==> config.mk <==
export PLATFORM = sky130hd
export DESIGN_NAME = corefifo_wr_ptr_gen_vdma
export DESIGN_NICKNAME = d
export VERILOG_FILES = /design/src/rtl/corefifo_wr_ptr_gen_vdma.sv
export SDC_FILE = /design/constraint.sdc
export NUM_CORES = 1
export LEC_CHECK = 0
export ABC_AREA = 1
export CAP_MARGIN = 20
export CORE_MARGIN = 1
export CORE_UTILIZATION = 40
export DETAILED_ROUTE_END_ITERATION = 8
export PLACE_DENSITY = 0.71
export SLEW_MARGIN = 20
export SYNTH_ARGS = -nofsm -noshare
export SYNTH_HDL_FRONTEND = slang
export SYNTH_SLANG_ARGS = --single-unit
==> constraint.sdc <==
create_clock -name clk -period 5.66 [get_ports clk]
set_clock_uncertainty 0.05 [all_clocks]
set_input_delay 1.132 -clock clk [delete_from_list [all_inputs] [get_ports clk]]
set_output_delay 1.132 -clock clk [all_outputs]
set_load 0.01 [all_outputs]
==> src/rtl/corefifo_wr_ptr_gen_vdma.sv <==
// Write-side pointer/flag generator for the VDMA async FIFO: binary + registered Gray
// write pointer, read-pointer synchroniser, and full/almost-full/count/overflow flags.
module corefifo_wr_ptr_gen_vdma #(
  parameter int ADDRWIDTH    = 3,
  parameter int SYNC_STAGES  = 2,
  parameter int AFULL_THRESH = 6
) (
  input  logic                 clk,
  input  logic                 rstn,
  input  logic                 we,
  input  logic [ADDRWIDTH:0]   rd_ptr_gray,
  output logic                 wr_en_mem,
  output logic [ADDRWIDTH-1:0] wr_addr,
  output logic [ADDRWIDTH:0]   wr_ptr_gray,
  output logic                 full,
  output logic                 afull,
  output logic [ADDRWIDTH:0]   wr_cnt,
  output logic                 overflow
);

  localparam int PW = ADDRWIDTH + 1;
  localparam logic [PW-1:0] THRESH    = PW'(AFULL_THRESH);
  // Full means the write Gray pointer equals the read Gray pointer with its top two bits inverted.
  localparam logic [PW-1:0] FULL_MASK = PW'(2'b11) << (PW - 2);

  function automatic logic [PW-1:0] bin2gray(input logic [PW-1:0] b);
    return b ^ (b >> 1);
  endfunction

  function automatic logic [PW-1:0] gray2bin(input logic [PW-1:0] g);
    logic [PW-1:0] b;
    b[PW-1] = g[PW-1];
    for (int i = PW - 2; i >= 0; i--) begin
      b[i] = b[i+1] ^ g[i];
    end
    return b;
  endfunction

  logic [PW-1:0] wbin_q, wbin_d;
  logic [PW-1:0] wr_ptr_gray_q, wr_ptr_gray_d;
  logic [PW-1:0] wr_cnt_q, wr_cnt_d;
  logic          full_q, full_d;
  logic          afull_q, afull_d;
  logic          overflow_q, overflow_d;
  logic [PW-1:0] sync_q [SYNC_STAGES];
  logic [PW-1:0] sync_d [SYNC_STAGES];

  logic          acc_s;
  logic [PW-1:0] rq_s;
  logic [PW-1:0] rbin_s;
  logic [PW-1:0] diff_s;

  // Next-state: pointer advance, synchroniser shift, and flags computed from the post-write pointer.
  always_comb begin
    acc_s         = we & ~full_q;
    wbin_d        = acc_s ? (wbin_q + PW'(1)) : wbin_q;
    wr_ptr_gray_d = bin2gray(wbin_d);
    rq_s          = sync_q[SYNC_STAGES-1];
    rbin_s        = gray2bin(rq_s);
    diff_s        = wbin_d - rbin_s;
    full_d        = (wr_ptr_gray_d == (rq_s ^ FULL_MASK));
    afull_d       = (diff_s >= THRESH);
    wr_cnt_d      = diff_s;
    overflow_d    = we & full_q;
    sync_d[0]     = rd_ptr_gray;
    for (int i = 1; i < SYNC_STAGES; i++) begin
      sync_d[i] = sync_q[i-1];
    end
  end

  // State registers; every flop including the synchroniser clears on reset.
  always_ff @(posedge clk or negedge rstn) begin
    if (!rstn) begin
      wbin_q        <= '0;
      wr_ptr_gray_q <= '0;
      wr_cnt_q      <= '0;
      full_q        <= 1'b0;
      afull_q       <= 1'b0;
      overflow_q    <= 1'b0;
      for (int i = 0; i < SYNC_STAGES; i++) begin
        sync_q[i] <= '0;
      end
    end else begin
      wbin_q        <= wbin_d;
      wr_ptr_gray_q <= wr_ptr_gray_d;
      wr_cnt_q      <= wr_cnt_d;
      full_q        <= full_d;
      afull_q       <= afull_d;
      overflow_q    <= overflow_d;
      for (int i = 0; i < SYNC_STAGES; i++) begin
        sync_q[i] <= sync_d[i];
      end
    end
  end

  assign wr_en_mem   = we & ~full_q;
  assign wr_addr     = wbin_q[ADDRWIDTH-1:0];
  assign wr_ptr_gray = wr_ptr_gray_q;
  assign full        = full_q;
  assign afull       = afull_q;
  assign wr_cnt      = wr_cnt_q;
  assign overflow    = overflow_q;

endmodule
== Word level (Yosys, flattened, before mapping) ==
Cells that the tools add are included.

* Input port bits: 7
* Flip-flop bits (word level): 23
* RAM bits: 0
* Word-level logic and storage cells: 21
* Memories kept: 0
* Bits in read-only memories: 0
* Output and inout port bits: 15
* Bits in latches: 0

* $add $sub $neg: 2
* Order comparisons: 1
* Equality and inequality tests: 1
* Bitwise logic cells: 8
* Multiplexer cells: 1
* Divide/modulo/power cells: 0
* Reductions and logical operators: 0
* $mul: 0
* Shifts and indexed selects: 0

{| class="wikitable"
|+ Operators with widths
! operator !! number
|-
| adder 4 x 1 -> 4 bit (second input constant) || 1
|-
| equality test 4 bit || 1
|-
| >= comparator 4 x 3 -> 1 bit (second input constant) || 1
|-
| 2-to-1 mux 4 bit || 1
|-
| subtractor 4 bit || 1
|-
| bitwise XOR 4 x 3 -> 4 bit || 1
|-
| bitwise XOR 1 bit || 3
|-
| bitwise AND 1 bit || 2
|-
| inverter 2 bit || 1
|-
| inverter 1 bit || 1
|}

== Depth between registers and ports, before layout ==
Gate-level depths: netlist (run 1).

* Depth after elaboration: 5
* Gate-level depth with buffers: 12
* Depth with buffers taken out: 12

== Worst setup path after synthesis (run 1) ==
No wires, ideal clock.

* Path kind: input to output
* Start point: in we
* End point: out wr_en_mem
* Data required time: 4478 ps
* Arrival time: 1274 ps
* Path buffers: 0
* Setup slack: 3204 ps
* Stages on the path: 2
* Cells stage by stage: nand2_2 > inv_2

* Longest elaborated chain between the ends: 1

{| class="wikitable"
|+ Ends and longest elaborated chain
! what !! line !! source
|-
| from (decl) || 10 || <nowiki>input logic we,</nowiki>
|-
| bitwise AND 1 bit || 96 || <nowiki>assign wr_en_mem = we & ~full_q;</nowiki>
|-
| to (decl) || 12 || <nowiki>output logic wr_en_mem,</nowiki>
|}

Every way passes these cells.

== Worst setup path after layout (run 1) ==
Same ends and word-level chain as after synthesis.

==> results of run 1 <==
-- per-layer routing --
metal / vias to the layer above / track usage
li1: 356 / -
met1: 316 / 0.175
met2: 19 / 0.248
met3: 4 / 0.0208
met4: 0 / 0.111
met5: - / 0
-- registers in the layout (all words and copies together) (netlist names) --
signal / flops
rq_s: 4
sync_d: 4
wbin_q: 4
wr_cnt: 4
wr_ptr_gray: 3
afull: 1
full: 1
overflow: 1
-- cell families after synthesis --
logic type	after synthesis	share of synthesized area
adder cells (fa/ha/maj)	5	0.0727
buffers and inverters	17	0.0662
AND/OR/NAND/NOR	48	0.232
flip-flops	22	0.571
AO/OA/AOI/OAI	3	0.0208
XOR/XNOR	4	0.0364
-- cell usage after synthesis --
| master | number | share of area |
|---|---|---|
| sky130_fd_sc_hd__xor2_1 | 3 | 0.027 |
| sky130_fd_sc_hd__inv_1 | 15 | 0.058 |
| sky130_fd_sc_hd__a31oi_1 | 1 | 0.0065 |
| sky130_fd_sc_hd__ha_1 | 4 | 0.052 |
| sky130_fd_sc_hd__nor2_2 | 1 | 0.0065 |
| sky130_fd_sc_hd__nand2_2 | 7 | 0.045 |
| sky130_fd_sc_hd__inv_2 | 2 | 0.0078 |
| sky130_fd_sc_hd__nand2_1 | 25 | 0.097 |
| sky130_fd_sc_hd__o21ai_2 | 1 | 0.0091 |
| sky130_fd_sc_hd__o21ai_1 | 1 | 0.0052 |
| sky130_fd_sc_hd__nand4_1 | 1 | 0.0065 |
| sky130_fd_sc_hd__xnor2_1 | 1 | 0.0091 |
| sky130_fd_sc_hd__nand3_2 | 1 | 0.010 |
| sky130_fd_sc_hd__fa_1 | 1 | 0.021 |
| sky130_fd_sc_hd__dfrtp_1 | 22 | 0.57 |
| sky130_fd_sc_hd__nor2_1 | 1 | 0.0039 |
| sky130_fd_sc_hd__nand3_1 | 12 | 0.062 |
-- path summary, 6_finish.rpt --
| check | to | cells past startpoint | from | slack [ns] |
|---|---|---|---|---|
| hold / removal | rq_s[3]$_DFF_PN0_ | 0 | sync_d[3]$_DFF_PN0_ | 0.31 |
| max in group asynchronous | sync_d[1]$_DFF_PN0_ | 1 | rstn | 3.71 |
| hold reg to reg | rq_s[3]$_DFF_PN0_ | 0 | sync_d[3]$_DFF_PN0_ | 0.31 |
| setup / recovery | wr_en_mem | 4 | we | 2.07 |
| min in group asynchronous | wr_ptr_gray[1]$_DFF_PN0_ | 1 | rstn | 1.29 |
| setup reg to reg | afull$_DFF_PN0_ | 9 | rq_s[3]$_DFF_PN0_ | 3.39 |
-- cell type report --
cell class              count  area share
inverters                  17      0.0513
clock buffers               4      0.0291
multi-input cells          60       0.280
repair buffers             21       0.169
flip-flops and latches     22       0.442
well taps                  28      0.0281
-- cells in the final DEF, fill, tap and decap left out --
cell / Yosys / layout
sky130_fd_sc_hd__o21ai_1: 1 / 1
sky130_fd_sc_hd__nand3_1: 12 / 12
sky130_fd_sc_hd__nand4_1: 1 / 1
sky130_fd_sc_hd__xor2_1: 3 / 3
sky130_fd_sc_hd__xnor2_1: 1 / 1
sky130_fd_sc_hd__inv_1: 15 / 15
sky130_fd_sc_hd__nor2_2: 1 / 1
sky130_fd_sc_hd__clkbuf_4: 0 / 3
sky130_fd_sc_hd__nand2_2: 7 / 7
sky130_fd_sc_hd__o21ai_2: 1 / 1
sky130_fd_sc_hd__clkdlybuf4s50_1: 0 / 21
sky130_fd_sc_hd__a31oi_1: 1 / 1
sky130_fd_sc_hd__fa_1: 1 / 1
sky130_fd_sc_hd__nand2_1: 25 / 25
sky130_fd_sc_hd__nor2_1: 1 / 1
sky130_fd_sc_hd__inv_2: 2 / 2
sky130_fd_sc_hd__dfrtp_1: 22 / 22
sky130_fd_sc_hd__nand3_2: 1 / 1
sky130_fd_sc_hd__clkbuf_8: 0 / 1
sky130_fd_sc_hd__ha_1: 4 / 4
-- power groups by stage --
stage	clock (mW)	combinational, mW	sequential [mW]
after CTS	0.0860	0.369	0.235
after global routing	0.0928	0.413	0.242
final	0.0827	0.362	0.234
after detailed placement	0	0.365	0.239
after floorplan	0	0.197	0.261
after global placement	0	0.355	0.238
==> impl_metrics.yaml, run 1 <==
global_route:
  globalRoute.totalOverflow: 0
  first_global_vias: 670
  wire_length_of_the_first_global_routing_pass_um: 2760
  grt_antenna_before_repair: 0
  pin_count_of_the_biggest_net_entering_global_routing: 23
  grtUsageTotal: 0.150
final_layout:
  num-nets-final: 137
  stdcell_area_um2: 1240
  diodes: 0
  finalNonFillerCells: 152
  area_of_combinational_cells_with_multiple_inputs_um2: 349
  drive_above_1_share: 0.129
  postLayoutCoreUtil: 0.557
  seqCellArea_um2: 551
  filler_cell_count: 209
  syn2layout_area_growth_pct: 29.2
timing:
  max_freq_ghz: 0.279
  final.hold.worst_slack_ns: 0.309
  setup_viol_count_final: 0
  grt_setup_unrepaired: "no"
  timing_worst_slew_pin_value_ns: 0.926
  fin_crit_ns: 3.59
  final-hold-violation-count: 0
  timing.setup.tns_ns: 0
  finalCritPeriodShare: 0.634
  drv_slew: 0
  final_critical_path_setup_slack_ns: 2.07
  slew-limit-headroom: 0.381
critical_path:
  path_buf_inv: 3
  arrival_ns: 2.40
  timing.critical_path.cells: "clkdlybuf4s50_1 > nand2_2 > inv_2 > clkdlybuf4s50_1"
  critical_path.startpoint_type: "input port"
  timing_worst_setup_path_type: "input port to output pin"
  critical_path.max_stage_delay_ns: 0.57
  worst-path-max-fanout: 5
  critical_path.endpoint_type: "output pin"
  critPathTopFamily: "buffers and inverters"
  cp_slowest_cell: "sky130_fd_sc_hd__clkdlybuf4s50_1"
  crit_top_cell: "sky130_fd_sc_hd__clkdlybuf4s50_1"
  required_worst_endpoint_ns: 4.48
clock_network:
  ctsHtreeMaxLevel: 1
  clockRootBuffer: "sky130_fd_sc_hd__clkbuf_4"
  cts_resized: 0
  numClockSinks: 22
  tritoncts.num_buffers: 3
  clk_transition_reported_paths_ns: 0.11
  post_cts_hold_buffers: 0
  cts_setup_buffers: 0
  clock_tree_from_tritoncts: "done"
  ctsLongestPathBuffers: 2
  insertion_delay_ns: 0.30
placement:
  dp_hpwl_um: 1220
  preCtsSetupSlack_ns: 2.07
  gp_routability_congestion: 0.795
  place_area_um2: 1210
  placed_cells_incl_taps: 148
  buffer_ports.inserted: 21
drt:
  drt_wl_total_um: 1550
  final_antenna_net_count: 0
  initialDrtViolationCount: 11
  met3_wirelength_um: 68
  vias: 695
  wl_met1_um: 676
  drt-wirelength-per-cell_um: 10.2
  post_drt_via_cell_ratio: 4.57
  wl_met2_um: 756
  route.detailed.drc: 0
  drt_pass1_iterations: 4
  top_signal_layer_used: "met4"
floorplan:
  die-height_um: 51.1
  core_um2: 2230
  initial_utilization: 0.431
  io-pin-count: 22
  die-width_um: 51.1
  fp.dieArea_um2: 2610
  core.rowCount: 17
outcome:
  status: "complete, no violations"
power:
  switch_pwr_mw: 0.264
  power.combinational.fraction: 0.533
  share_seq_of_total_power: 0.345
  internal_power_mw: 0.415
  powerDensity_nw_per_um2: 545
  p_clk_frac: 0.122
  power_switching_share: 0.388
  report.power.total_mw: 0.678
  leakagePower_nw: 0.626
  vdd.ir_drop.worst_mv: 0.280
synthesis:
  yosys_register_bits: 22
  avgSynthCellArea_um2: 9.73
  yosys_warnings: 0
  synthDistinctLibCells: 17
  synth.net_count: 111
  synth_cells: 99
  portion_of_the_post_synthesis_area_used_by_sequential_elements: 0.571
  post_synthesis_cell_area_um2: 963
worst_hold_path:
  hold_crit_class: "register to register"
job:
  maxcap_violations: 0
(Power assumes the default switching activity.)
==> inputs of run 2 (changes only) <==
==> constraint.sdc (replaced) <==
create_clock -name clk -period 3.5 [get_ports clk]
set_clock_uncertainty 0.05 [all_clocks]
set_input_delay 0.7 -clock clk [delete_from_list [all_inputs] [get_ports clk]]
set_output_delay 0.7 -clock clk [all_outputs]
set_load 0.01 [all_outputs]
==> impl_metrics.yaml, run 2 (synthesis gave the netlist of run 1 again) <==
timing:
  slew-limit-headroom: 0.382
  setup_viol_count_final: 0
  grt_setup_unrepaired: "no"
  final_critical_path_setup_slack_ns: 0.768
  timing.setup.tns_ns: 0
  fin_crit_ns: 2.73
  timing_worst_slew_pin_value_ns: 0.925
  finalCritPeriodShare: 0.781
  final-hold-violation-count: 0
  drv_slew: 0
  max_freq_ghz: 0.366
floorplan:
  io-pin-count: 22
  initial_utilization: 0.431
  fp.dieArea_um2: 2610
  die-height_um: 51.1
  core_um2: 2230
  die-width_um: 51.1
  core.rowCount: 17
clock_network:
  clock_tree_from_tritoncts: "done"
  insertion_delay_ns: 0.30
  ctsHtreeMaxLevel: 1
  ctsLongestPathBuffers: 2
  cts_resized: 0
  post_cts_hold_buffers: 0
  clockRootBuffer: "sky130_fd_sc_hd__clkbuf_4"
  tritoncts.num_buffers: 3
  numClockSinks: 22
  cts_setup_buffers: 0
  clk_transition_reported_paths_ns: 0.11
critical_path:
  path_buf_inv: 3
  timing.rr.start: "rq_s[3]$_DFF_PN0_"
  timing.critical_path.cells: "clkdlybuf4s50_1 > nand2_2 > inv_2 > clkdlybuf4s50_1"
  arrival_ns: 1.98
  worst-path-max-fanout: 5
  worst-r2r-setup-slack_ns: 1.21
  critical_path.startpoint_type: "input port"
  crit_top_cell: "sky130_fd_sc_hd__clkdlybuf4s50_1"
  register_to_register_path_depth: 9
  timing_worst_setup_path_type: "input port to output pin"
  critPathTopFamily: "buffers and inverters"
  critical_path.max_stage_delay_ns: 0.57
  required_worst_endpoint_ns: 2.75
  cp_slowest_cell: "sky130_fd_sc_hd__clkdlybuf4s50_1"
  critical_path.endpoint_type: "output pin"
  worstReg2RegEnd: "afull$_DFF_PN0_"
drt:
  drt_pass1_iterations: 4
  initialDrtViolationCount: 7
  drt_wl_total_um: 1520
  post_drt_via_cell_ratio: 4.60
  drt-wirelength-per-cell_um: 10.0
  vias: 699
  route.detailed.drc: 0
  final_antenna_net_count: 0
power:
  switch_pwr_mw: 0.430
  power_switching_share: 0.390
  internal_power_mw: 0.671
  share_seq_of_total_power: 0.345
  vdd.ir_drop.worst_mv: 0.434
  p_clk_frac: 0.123
  powerDensity_nw_per_um2: 884
  leakagePower_nw: 0.626
  power.combinational.fraction: 0.532
final_layout:
  drive_above_1_share: 0.129
  num-nets-final: 137
  diodes: 0
  mostFrequentLayoutCell: "sky130_fd_sc_hd__nand2_1"
  final_cell_mix: "sky130_fd_sc_hd__nand2_1 (25), sky130_fd_sc_hd__dfrtp_1 (22), sky130_fd_sc_hd__clkdlybuf4s50_1 (21)"
  syn2layout_area_growth_pct: 29.2
  stdcell_area_um2: 1240
  postLayoutCoreUtil: 0.557
  finalNonFillerCells: 152
  filler_cell_count: 202
worst_hold_path:
  holdPathStages: 0
  holdCritStartpoint: "sync_d[3]$_DFF_PN0_"
  hold_crit_class: "register to register"
  worstHoldEndpoint: "rq_s[3]$_DFF_PN0_"
global_route:
  grtUsageTotal: 0.142
  wire_length_of_the_first_global_routing_pass_um: 2680
  first_global_vias: 665
  pin_count_of_the_biggest_net_entering_global_routing: 23
  globalRoute.totalOverflow: 0
  grt_antenna_before_repair: 0
placement:
  dp_hpwl_um: 1200
  placed_cells_incl_taps: 148
  buffer_ports.inserted: 21
  place_area_um2: 1210
  preCtsSetupSlack_ns: 0.767
  gp_routability_congestion: 0.760
job:
  maxcap_violations: 0
outcome:
  status: "complete, no violations"
[run 2: cell counts in the layout (fill, tap and decap cells not counted)]
Identical to the previous run, type by type.
[run 2: power by group through the flow]
stage                     sequential, mW  combinational [mW]  clock (mW)
after floorplan                    0.422               0.319           0
after global placement             0.385               0.573           0
after detailed placement           0.387               0.591           0
after CTS                          0.381               0.595       0.139
after global routing               0.392               0.665       0.150
final                              0.380               0.586       0.135
[run 2: worst max path at each step]
stage | to | from | slack, ns | cells past startpoint
2_1_floorplan | afull$_DFF_PN0_ | rq_s[3]$_DFF_PN0_ | 1.41 | 9
3_3_place_gp | wr_en_mem | we | 0.79 | 4
3_5_place_dp | wr_en_mem | we | 0.77 | 4
4_1_cts | wr_en_mem | we | 0.77 | 4
5_1_grt | wr_en_mem | we | 0.72 | 4
6_report | wr_en_mem | we | 0.77 | 4
[run 2: final cells by class]
cell class	count	area [um2]	share of cell area
Sequential cell	22	551	0.442
Tap cell	28	35.0	0.0281
Inverter	17	63.8	0.0513
Timing Repair Buffer	21	210	0.169
Clock buffer	4	36.3	0.0291
Multi-Input combinational cell	60	349	0.280
[run 2: layer usage]
layer	up-vias	GRT usage	wire [um]
met5	-	0	0
met4	0	0.0833	38
met3	4	0.0208	61
met2	17	0.250	737
met1	322	0.161	684
li1	356	-	-
[run 2: stage by stage]
step | hold slack, ns | power, mW
2_1_floorplan | 0.281 | 0.742
3_3_place_gp | 0.281 | 0.958
3_5_place_dp | 0.286 | 0.978
4_1_cts | 0.313 | 1.12
5_1_grt | 0.323 | 1.21
6_report | 0.309 | 1.10
